File: src/rtl/nmea_pkg.sv
// Shared definitions for the NMEA sentence transmitter and receiver:
// sentence state encoding, framing characters and nibble-to-hex mapping.
package nmea_pkg;

  localparam logic [3:0] ST_IDLE   = 4'd0;
  localparam logic [3:0] ST_DOLLAR = 4'd1;
  localparam logic [3:0] ST_TI     = 4'd2;
  localparam logic [3:0] ST_SI     = 4'd3;
  localparam logic [3:0] ST_DATA   = 4'd4;
  localparam logic [3:0] ST_STAR   = 4'd5;
  localparam logic [3:0] ST_HEX    = 4'd6;
  localparam logic [3:0] ST_CR     = 4'd7;
  localparam logic [3:0] ST_LF     = 4'd8;

  typedef enum logic [3:0] {
    S_IDLE   = ST_IDLE,
    S_DOLLAR = ST_DOLLAR,
    S_TI     = ST_TI,
    S_SI     = ST_SI,
    S_DATA   = ST_DATA,
    S_STAR   = ST_STAR,
    S_HEX    = ST_HEX,
    S_CR     = ST_CR,
    S_LF     = ST_LF
  } sent_state_e;

  localparam logic [7:0] CH_DOLLAR = 8'h24;
  localparam logic [7:0] CH_STAR   = 8'h2A;
  localparam logic [7:0] CH_CR     = 8'h0D;
  localparam logic [7:0] CH_LF     = 8'h0A;

  // Uppercase ASCII hex digit for one nibble.
  function automatic logic [7:0] nib2hex(input logic [3:0] nib);
    logic [7:0] n8;
    n8 = {4'h0, nib};
    if (nib < 4'd10) return 8'h30 + n8;
    return 8'h37 + n8;
  endfunction

endpackage

File: src/rtl/uart_char_tx.sv
// 8N1 character serialiser: start bit, 8 data bits LSB first, stop bit,
// each held for the bit period captured at load time.
module uart_char_tx (
  input  logic       i_clk,
  input  logic       i_rst,
  input  logic [9:0] i_baud,
  input  logic [7:0] i_char,
  input  logic       i_load,
  output logic       o_free,
  output logic       o_tx
);

  logic       busy;
  logic [3:0] bit_cnt;
  logic [9:0] baud_cnt;
  logic [9:0] baud_q;
  logic [8:0] shreg;
  logic       tx_q;
  logic       bit_end;

  assign bit_end = (baud_cnt == baud_q - 10'd1);
  // Free in the last stop-bit cycle too, so the next character follows directly.
  assign o_free  = !busy || (bit_end && (bit_cnt == 4'd9));
  assign o_tx    = tx_q;

  // Bit and baud counting with the line bit registered for a glitch-free output.
  always_ff @(posedge i_clk or negedge i_rst) begin
    if (!i_rst) begin
      busy     <= 1'b0;
      bit_cnt  <= '0;
      baud_cnt <= '0;
      baud_q   <= '0;
      shreg    <= '1;
      tx_q     <= 1'b1;
    end else if (i_load && o_free) begin
      busy     <= 1'b1;
      bit_cnt  <= '0;
      baud_cnt <= '0;
      baud_q   <= i_baud;
      shreg    <= {1'b1, i_char};
      tx_q     <= 1'b0;
    end else if (busy) begin
      if (bit_end) begin
        baud_cnt <= '0;
        if (bit_cnt == 4'd9) begin
          busy <= 1'b0;
          tx_q <= 1'b1;
        end else begin
          bit_cnt <= bit_cnt + 4'd1;
          tx_q    <= shreg[0];
          shreg   <= {1'b1, shreg[8:1]};
        end
      end else begin
        baud_cnt <= baud_cnt + 10'd1;
      end
    end
  end

endmodule

File: src/rtl/nmea_tx.sv
// NMEA sentence transmitter: frames "$TTSSS<payload>*HH<CR><LF>" with an
// on-the-fly XOR checksum and serialises it through uart_char_tx.
module nmea_tx (
  input  logic        i_clk,
  input  logic        i_rst,
  input  logic [9:0]  i_baud,
  input  logic        i_start,
  input  logic [15:0] i_talker,
  input  logic [23:0] i_sentence,
  input  logic [7:0]  i_data,
  input  logic        i_data_valid,
  input  logic        i_data_last,
  output logic        o_data_ready,
  output logic        o_ready,
  output logic        o_tx,
  output logic        o_done
);
  import nmea_pkg::*;

  sent_state_e state, state_nx;
  logic [1:0]  cnt, cnt_nx;
  logic [7:0]  csum;
  logic [15:0] talker_q;
  logic [23:0] sent_q;
  logic [9:0]  baud_q;
  logic        last_q;
  logic        done_q;
  logic        free;
  logic        load;
  logic        want_data;
  logic        add_csum;
  logic [7:0]  char_nx;
  logic [9:0]  baud_tx;

  // The state names the character currently on the line; the character mux
  // selects the one to hand over when the serialiser frees up, so '$' is
  // loaded on the accepting edge and characters stay back-to-back.
  always_comb begin
    load      = 1'b0;
    char_nx   = CH_DOLLAR;
    state_nx  = state;
    cnt_nx    = '0;
    want_data = 1'b0;
    add_csum  = 1'b0;
    case (state)
      S_IDLE: load = i_start;
      S_DOLLAR: begin
        char_nx  = talker_q[15:8];
        load     = free;
        add_csum = 1'b1;
        state_nx = S_TI;
      end
      S_TI: begin
        load     = free;
        add_csum = 1'b1;
        if (cnt == 2'd0) begin
          char_nx = talker_q[7:0];
          cnt_nx  = 2'd1;
        end else begin
          char_nx  = sent_q[23:16];
          state_nx = S_SI;
        end
      end
      S_SI: begin
        add_csum = 1'b1;
        if (cnt == 2'd2) begin
          want_data = 1'b1;
          char_nx   = i_data;
          load      = free && i_data_valid;
          state_nx  = S_DATA;
        end else begin
          load    = free;
          cnt_nx  = cnt + 2'd1;
          char_nx = (cnt == 2'd0) ? sent_q[15:8] : sent_q[7:0];
        end
      end
      S_DATA: begin
        if (last_q) begin
          char_nx  = CH_STAR;
          load     = free;
          state_nx = S_STAR;
        end else begin
          want_data = 1'b1;
          char_nx   = i_data;
          load      = free && i_data_valid;
          add_csum  = 1'b1;
        end
      end
      S_STAR: begin
        char_nx  = nib2hex(csum[7:4]);
        load     = free;
        state_nx = S_HEX;
      end
      S_HEX: begin
        load = free;
        if (cnt == 2'd0) begin
          char_nx = nib2hex(csum[3:0]);
          cnt_nx  = 2'd1;
        end else begin
          char_nx  = CH_CR;
          state_nx = S_CR;
        end
      end
      S_CR: begin
        char_nx  = CH_LF;
        load     = free;
        state_nx = S_LF;
      end
      default: load = 1'b0;
    endcase
  end

  assign o_data_ready = want_data && free;
  assign o_ready      = (state == S_IDLE);
  assign o_done       = done_q;
  assign baud_tx      = (state == S_IDLE) ? i_baud : baud_q;

  // Sentence sequencing, ID/baud capture and checksum accumulation.
  always_ff @(posedge i_clk or negedge i_rst) begin
    if (!i_rst) begin
      state    <= S_IDLE;
      cnt      <= '0;
      csum     <= '0;
      talker_q <= '0;
      sent_q   <= '0;
      baud_q   <= '0;
      last_q   <= 1'b0;
      done_q   <= 1'b0;
    end else begin
      done_q <= 1'b0;
      if (state == S_IDLE) begin
        if (i_start) begin
          talker_q <= i_talker;
          sent_q   <= i_sentence;
          baud_q   <= i_baud;
          csum     <= '0;
          last_q   <= 1'b0;
          cnt      <= '0;
          state    <= S_DOLLAR;
        end
      end else if (load) begin
        state <= state_nx;
        cnt   <= cnt_nx;
        if (add_csum) csum <= csum ^ char_nx;
        if (want_data) last_q <= i_data_last;
      end else if ((state == S_LF) && free) begin
        state  <= S_IDLE;
        done_q <= 1'b1;
      end
    end
  end

  uart_char_tx u_char_tx (
    .i_clk  (i_clk),
    .i_rst  (i_rst),
    .i_baud (baud_tx),
    .i_char (char_nx),
    .i_load (load),
    .o_free (free),
    .o_tx   (o_tx)
  );

endmodule

File: config.mk
export PLATFORM = sky130hd
export DESIGN_NAME = nmea_tx
export DESIGN_NICKNAME = d
export VERILOG_FILES = /design/src/rtl/nmea_pkg.sv /design/src/rtl/uart_char_tx.sv /design/src/rtl/nmea_tx.sv
export SDC_FILE = /design/constraint.sdc
export NUM_CORES = 1
export LEC_CHECK = 0
export ABC_AREA = 1
export CAP_MARGIN = 20
export CORE_ASPECT_RATIO = 0.8
export CORE_MARGIN = 4
export CORE_UTILIZATION = 40
export CTS_BUF_LIST = sky130_fd_sc_hd__clkbuf_4 sky130_fd_sc_hd__clkbuf_8
export CTS_CLUSTER_SIZE = 14
export DETAILED_ROUTE_END_ITERATION = 8
export PLACE_DENSITY = 0.67
export SLEW_MARGIN = 20
export SYNTH_ARGS = -nofsm -noshare
export SYNTH_HDL_FRONTEND = slang
export SYNTH_HIERARCHICAL = 1
export SYNTH_SLANG_ARGS = --single-unit
export TNS_END_PERCENT = 100
File: constraint.sdc
create_clock -name i_clk -period 4.3 [get_ports i_clk]
set_input_delay 0.645 -clock i_clk [delete_from_list [all_inputs] [get_ports i_clk]]
set_output_delay 0.645 -clock i_clk [all_outputs]
set_load 0.02 [all_outputs]
==> impl_metrics.env, run 1 <==
export IMPL_status="finished clean"
export IMPL_ios=67
export IMPL_synthTopCellsByCount="256 x nand2_1, 91 x dfrtp_1, 83 x inv_1"
export IMPL_cpPeakStageDelay_ns=0.63
export IMPL_p_sw_w=0.000400
export IMPL_finalHoldViolations=0
export IMPL_drc_errors=0
export IMPL_dieArea_sq_um=16600
export IMPL_cts_buffers=9
export IMPL_cpMaxStageDelayCell="clkdlybuf4s50_1"
export IMPL_p_leak_nw=3.43
export IMPL_drt_vias_per_instance=4.93
export IMPL_seq_area_frac_synth_pct=43.1
export IMPL_p_comb_share_pct=5.0
export IMPL_diodes=0
export IMPL_synthCells=765
export IMPL_place_gp_congestion=0.927
export IMPL_yosys_top_cells_area="dfrtp_1 39%, nand2_1 16%, mux2_2 7.3%, inv_1 5.3%, nand3_1 4.2%"
export IMPL_root_buffer="clkbuf_8"
export IMPL_drt_iter0_drc=411
export IMPL_nets=895
export IMPL_slew_headroom_pct=48.8
export IMPL_synth_cell_types=33
export IMPL_avgSynthCellArea_sq_um=7.62
export IMPL_syn_to_final_growth_pct=17.1
export IMPL_total_power_w=0.00163
export IMPL_io_buffers=66
export IMPL_period_share_pct=87.2
export IMPL_start_util_pct=40.8
export IMPL_grt_max_degree=71
export IMPL_htree_levels=3
export IMPL_drive_gt1_share_pct=12.6
export IMPL_startpoint_type="register"
export IMPL_netlist_area_sq_um=5830
export IMPL_cp_required_ns=3.65
export IMPL_coreArea_sq_um=14300
export IMPL_cts_hold_buf=0
export IMPL_syn_nets=834
export IMPL_switching_share_pct=24.6
export IMPL_insertion_delay_ns=0.38
export IMPL_drv_cap=0
export IMPL_yosys_warnings=6
export IMPL_arrival_ns=3.11
export IMPL_grt_usage_pct=17.7
export IMPL_seq_power_share_pct=57.8
export IMPL_clockBufferDepth=2
export IMPL_clk_pin_slew_worst_paths_ns=0.10
export IMPL_place_hpwl_mm=10.6
export IMPL_ys_flop_type="dfrtp_1"
export IMPL_fmax_mhz=267
export IMPL_die_x_um=143
export IMPL_grt_pass1_vias=4511
export IMPL_p_clk_share_pct=37.1
export IMPL_worstPathCellList="inv_2, ha_1, nand2_1, inv_1, nor2_1, nand2_1, nor2_1, nand3_1, nor2_2, nand3_2, nand2_4, nand2_1, inv_1, inv_1, nor2_1, clkdlybuf4s50_1"
export IMPL_antenna_left=0
export IMPL_p_int_w=0.00123
export IMPL_critical_path_class="reg2out"
export IMPL_cts_setup_buffers=0
export IMPL_rows=39
export IMPL_vias=4999
export IMPL_yosysMostFrequentCell="nand2_1"
export IMPL_path_buf_inv=5
export IMPL_powerDensity_nw_per_um2=238
export IMPL_cts_sinks=100
export IMPL_r2r_slack_ns=0.62
export IMPL_synth_top_cell_area_share_pct=39.0
export IMPL_detail_route_wl_per_cell_um=13.8
export IMPL_antenna_found_initial=0
export IMPL_die_h_um=116
export IMPL_fin_skew_ns=0.0207
export IMPL_yosysTopAreaCell="dfrtp_1"
export IMPL_rsz0062_at_grt="false"
export IMPL_grt_overflow=0
export IMPL_finalSetupViolCount=0
export IMPL_crit_fanout=16
export IMPL_period_needed_ns=3.75
export IMPL_grt_pass1_wl_mm=23.1
export IMPL_worstMarginPinSlew_ns=0.768
export IMPL_cts_tree="done"
export IMPL_setup_tns_final_ns=0
export IMPL_peakVddDrop_mv=0.164
export IMPL_dr_pass1_iters=6
export IMPL_crit_family="simple AND/OR/NAND/NOR gates"
export IMPL_cp_end_kind="output pin"
export IMPL_routed_wl_mm=14.0
export IMPL_synth_edf_count=0
export IMPL_slew_violations=0
export IMPL_cts_resized=0
export IMPL_ys_ff_latch=100
export IMPL_ys_async_sr_fraction_pct=100
export IMPL_min_path_type="in2async"
-- routing by layer --
| layer | share of wire [%] | GRT usage (%) | vias up | wire length, um |
|---|---|---|---|---|
| met5 | 0 | 0 | - | 0 |
| met3 | 5.8 | 3.47 | 9 | 818 |
| met1 | 52 | 28.5 | 2293 | 7330 |
| met2 | 41 | 24.3 | 147 | 5700 |
| met4 | 1.1 | 3.80 | 0 | 151 |
| li1 | - | - | 2550 | - |
-- flip-flops by register name, indices dropped and copies added, names as in the netlist --
signal / count
sent_q: 24
talker_q: 16
baud_q: 10
u_char_tx/baud_cnt: 10
u_char_tx/baud_q: 10
csum: 8
u_char_tx/shreg: 8
state: 4
u_char_tx/bit_cnt: 4
cnt: 2
last_q: 1
o_done: 1
u_char_tx/busy: 1
u_char_tx/o_tx: 1
-- logic make-up (layout without fill, tap and decap cells) --
family	Yosys count	in the layout	share of synthesized area [%]
xor gates and xnor gates	16	16	2.40
and+or+nand+nor	412	412	30.7
buffers and inverters	114	180	8.11
AOI/OAI and AO/OA	79	79	7.10
DFF	100	100	43.1
muxes	38	38	7.34
adders and majority gates	6	6	1.29
-- power groups by stage --
stage	Sequential (W)	Clock [W]	Combinational (W)
after floorplan	0.000959	0	0.00000289
after global placement	0.000958	0	0.0000839
after detailed placement	0.000958	0	0.0000837
after CTS	0.000940	0.000624	0.0000838
after global routing	0.000941	0.000663	0.0000898
final	0.000940	0.000604	0.0000814
-- stage by stage --
| step | cells | util [%] | area (sq um) | worst slack (ns) | hold slack [ns] |
|---|---|---|---|---|---|
| after floorplan | 765 | - | 5830 | 1.17 | 0.349 |
| after global placement | 999 | 46.4 | 6630 | 0.762 | 0.456 |
| after detailed placement | 999 | 46.4 | 6630 | 0.657 | 0.459 |
| after CTS | 1015 | 47.8 | 6830 | 0.538 | 0.128 |
| after global routing | 1015 | 47.8 | 6830 | 0.203 | 0.127 |
| final | 1015 | 47.8 | 6830 | 0.549 | 0.136 |
-- layout make-up --
class	instances	area [sq um]
sequential	100	2510
timing repair buffer	70	688
clock buffer	10	131
tap	184	230
fill	1418	7470
multi-input combinational	551	2850
clock inverter	6	62.6
inverter	94	355
-- layout by cell type, fill, tap and decap left out, types with 7 or more instances in the layout --
cell and count:
nor2_1 61, inv_2 7, dfrtp_1 91, inv_1 83, nor2_2 8, nand2_1 256
nand4_1 14, a21oi_1 18, clkdlybuf4s50_1 65, xor2_1 11, mux2_2 38, o21ai_0 47
nand3_1 49, dfstp_2 9, clkbuf_8 9
-- worst paths after layout --
| check | to | from | depth (start not counted) |
|---|---|---|---|
| setup / recovery | o_data_ready | u_char_tx/baud_q[0] | 16 |
| hold / removal | u_char_tx/bit_cnt[0] | i_rst | 1 |
| setup reg to reg | u_char_tx/bit_cnt[3] | u_char_tx/baud_q[0] | 20 |
| hold reg to reg | u_char_tx/shreg[6] | u_char_tx/shreg[6] | 2 |
| max in group asynchronous | cnt[1] | i_rst | 2 |
| min in group i_clk | u_char_tx/shreg[6] | u_char_tx/shreg[6] | 2 |
Power figures use the tool's default switching activity.
==> run 2, diff against run 1 <==
- CTS_BUF_LIST: sky130_fd_sc_hd__clkbuf_4 sky130_fd_sc_hd__clkbuf_8 -> sky130_fd_sc_hd__clkbuf_2
- HOLD_SLACK_MARGIN: not set -> 0.02
==> impl_metrics.env, run 2 (synthesis gave the netlist of run 1 again) <==
export IMPL_rsz0062_at_grt="false"
export IMPL_drc_errors=0
export IMPL_ff_latch_area_sq_um=2510
export IMPL_highest_layer="met4"
export IMPL_worstMarginPinSlew_ns=0.762
export IMPL_seq_power_share_pct=63.8
export IMPL_cp_required_ns=4.82
export IMPL_fin_cells=1018
export IMPL_period_needed_ns=3.70
export IMPL_powerDensity_nw_per_um2=219
export IMPL_utilization_pct=47.3
export IMPL_finalHoldViolations=0
export IMPL_grt_pass1_wl_mm=23.0
export IMPL_startpoint="u_char_tx/baud_q[0]"
export IMPL_drt_met1_wl_mm=7.38
export IMPL_drive_gt1_share_pct=12.7
export IMPL_antenna_left=0
export IMPL_r2r_slack_ns=0.60
export IMPL_grt_overflow=0
export IMPL_die_h_um=116
export IMPL_slew_violations=0
export IMPL_dr_pass1_iters=4
export IMPL_clk_pin_slew_worst_paths_ns=0.30
export IMPL_cts_buffers=9
export IMPL_start_util_pct=40.8
export IMPL_fin_skew_ns=0.0552
export IMPL_io_buffers=66
export IMPL_nets=897
export IMPL_root_buffer="clkbuf_2"
export IMPL_finalSetupViolCount=0
export IMPL_drt_iter0_drc=439
export IMPL_fmax_mhz=271
export IMPL_slew_headroom_pct=49.2
export IMPL_largest_register_ff_count=24
export IMPL_switching_share_pct=26.1
export IMPL_place_area_sq_um=6630
export IMPL_wl_met2_mm=5.60
export IMPL_fillers=1421
export IMPL_ios=67
export IMPL_syn_to_final_growth_pct=16.0
export IMPL_p_comb_share_pct=5.5
export IMPL_critical_path_class="reg2reg"
export IMPL_peakVddDrop_mv=0.144
export IMPL_cts_tree="done"
export IMPL_grt_usage_pct=17.6
export IMPL_clockBufferDepth=2
export IMPL_p_int_w=0.00109
export IMPL_dieArea_sq_um=16600
export IMPL_startpoint_type="register"
export IMPL_antenna_found_initial=1
export IMPL_grt_pass1_vias=4505
export IMPL_route_met3_wl_um=791
export IMPL_arrival_ns=4.22
export IMPL_status="finished clean"
export IMPL_period_share_pct=86.0
export IMPL_crit_fanout=16
export IMPL_regToRegStartpoint="u_char_tx/baud_q[0]"
export IMPL_cts_sinks=100
export IMPL_drt_vias_per_instance=4.90
export IMPL_r2r_cells=20
export IMPL_die_x_um=143
export IMPL_final_cell_mix="256 x nand2_1, 91 x dfrtp_1, 83 x inv_1"
export IMPL_r2r_end="u_char_tx/shreg[3]"
export IMPL_detail_route_wl_per_cell_um=13.7
export IMPL_dp_cells=999
export IMPL_drv_cap=0
export IMPL_multi_input_area_sq_um=2850
export IMPL_cp_end_kind="register"
export IMPL_layout_commonest_cell="nand2_1"
export IMPL_p_sw_w=0.000387
export IMPL_min_path_type="in2async"
export IMPL_setup_tns_final_ns=0
export IMPL_p_clk_share_pct=30.7
export IMPL_coreArea_sq_um=14300
export IMPL_top_regs="sent_q (24), talker_q (16)"
export IMPL_stdcell_area_sq_um=6770
export IMPL_place_gp_congestion=0.927
export IMPL_vias=4984
export IMPL_rows=39
export IMPL_grt_max_degree=71
export IMPL_p_leak_nw=3.43
export IMPL_insertion_delay_ns=0.61
export IMPL_largest_register="sent_q"
export IMPL_place_hpwl_mm=10.6
export IMPL_htree_levels=3
export IMPL_routed_wl_mm=13.9
## run 2: what timing repair did
action	4_1_cts	5_1_grt
gates resized for setup	0	1
endpoints found under the hold margin	19	0
endpoints found under the setup margin	0	1
hold buffers	1	0
setup buffers	0	1
## run 2: layer usage
| metal | vias up | global-route usage, % |
|---|---|---|
| met5 | - | 0 |
| li1 | 2553 | - |
| met3 | 11 | 3.59 |
| met4 | 0 | 3.99 |
| met2 | 125 | 24.1 |
| met1 | 2295 | 28.1 |
## run 2: worst max-delay path, stage by stage (launching register included)
cell	delay (ns)
dfrtp_1	0.48
inv_2	0.10
ha_1	0.22
nand2_1	0.10
nor2_1	0.14
xor2_1	0.15
nor2_1	0.06
nand3_2	0.12
nand2_4	0.14
nand2_1	0.09
inv_1	0.11
inv_1	0.09
a21oi_1	0.04
nand2_1	0.06
nand2_1	0.08
nor2_4	0.20
inv_1	0.29
o21ai_2	0.51
clkinv_1	0.39
nand3_1	0.18
nand2_1	0.06
## run 2: layout make-up
cell class | instances | share of cell area, %
sequential | 100 | 37.1
timing repair buffer | 72 | 10.5
tap | 184 | 3.40
clock buffer | 10 | 0.739
clock inverter | 6 | 0.924
multi-input combinational | 551 | 42.1
antenna | 1 | 0.0370
inverter | 94 | 5.25
## run 2: per-stage QoR
step | worst slack (ns) | hold slack [ns] | power [W]
floorplan | 1.17 | 0.349 | 0.000961
global placement | 0.762 | 0.456 | 0.00104
detailed placement | 0.657 | 0.459 | 0.00104
CTS | 0.220 | 0.359 | 0.00150
global route | 0.182 | 0.334 | 0.00155
finish | 0.604 | 0.411 | 0.00148
## run 2: worst max path at each step
stage               slack [ns]               endpoint  depth (start not counted)
floorplan                 1.17  u_char_tx/baud_cnt[8]                         24
global placement          0.76   u_char_tx/bit_cnt[3]                         20
detailed placement        0.66   u_char_tx/bit_cnt[3]                         20
CTS                       0.22           o_data_ready                         16
global route              0.18     u_char_tx/shreg[3]                         20
finish                    0.60     u_char_tx/shreg[3]                         20
## run 2: power groups by stage
stage / clock [W] / combinational [W] / sequential (W)
finish: 0.000454 / 0.0000822 / 0.000944
global route: 0.000512 / 0.0000906 / 0.000945
CTS: 0.000475 / 0.0000846 / 0.000945
detailed placement: 0 / 0.0000837 / 0.000958
global placement: 0 / 0.0000839 / 0.000958
floorplan: 0 / 0.00000289 / 0.000959
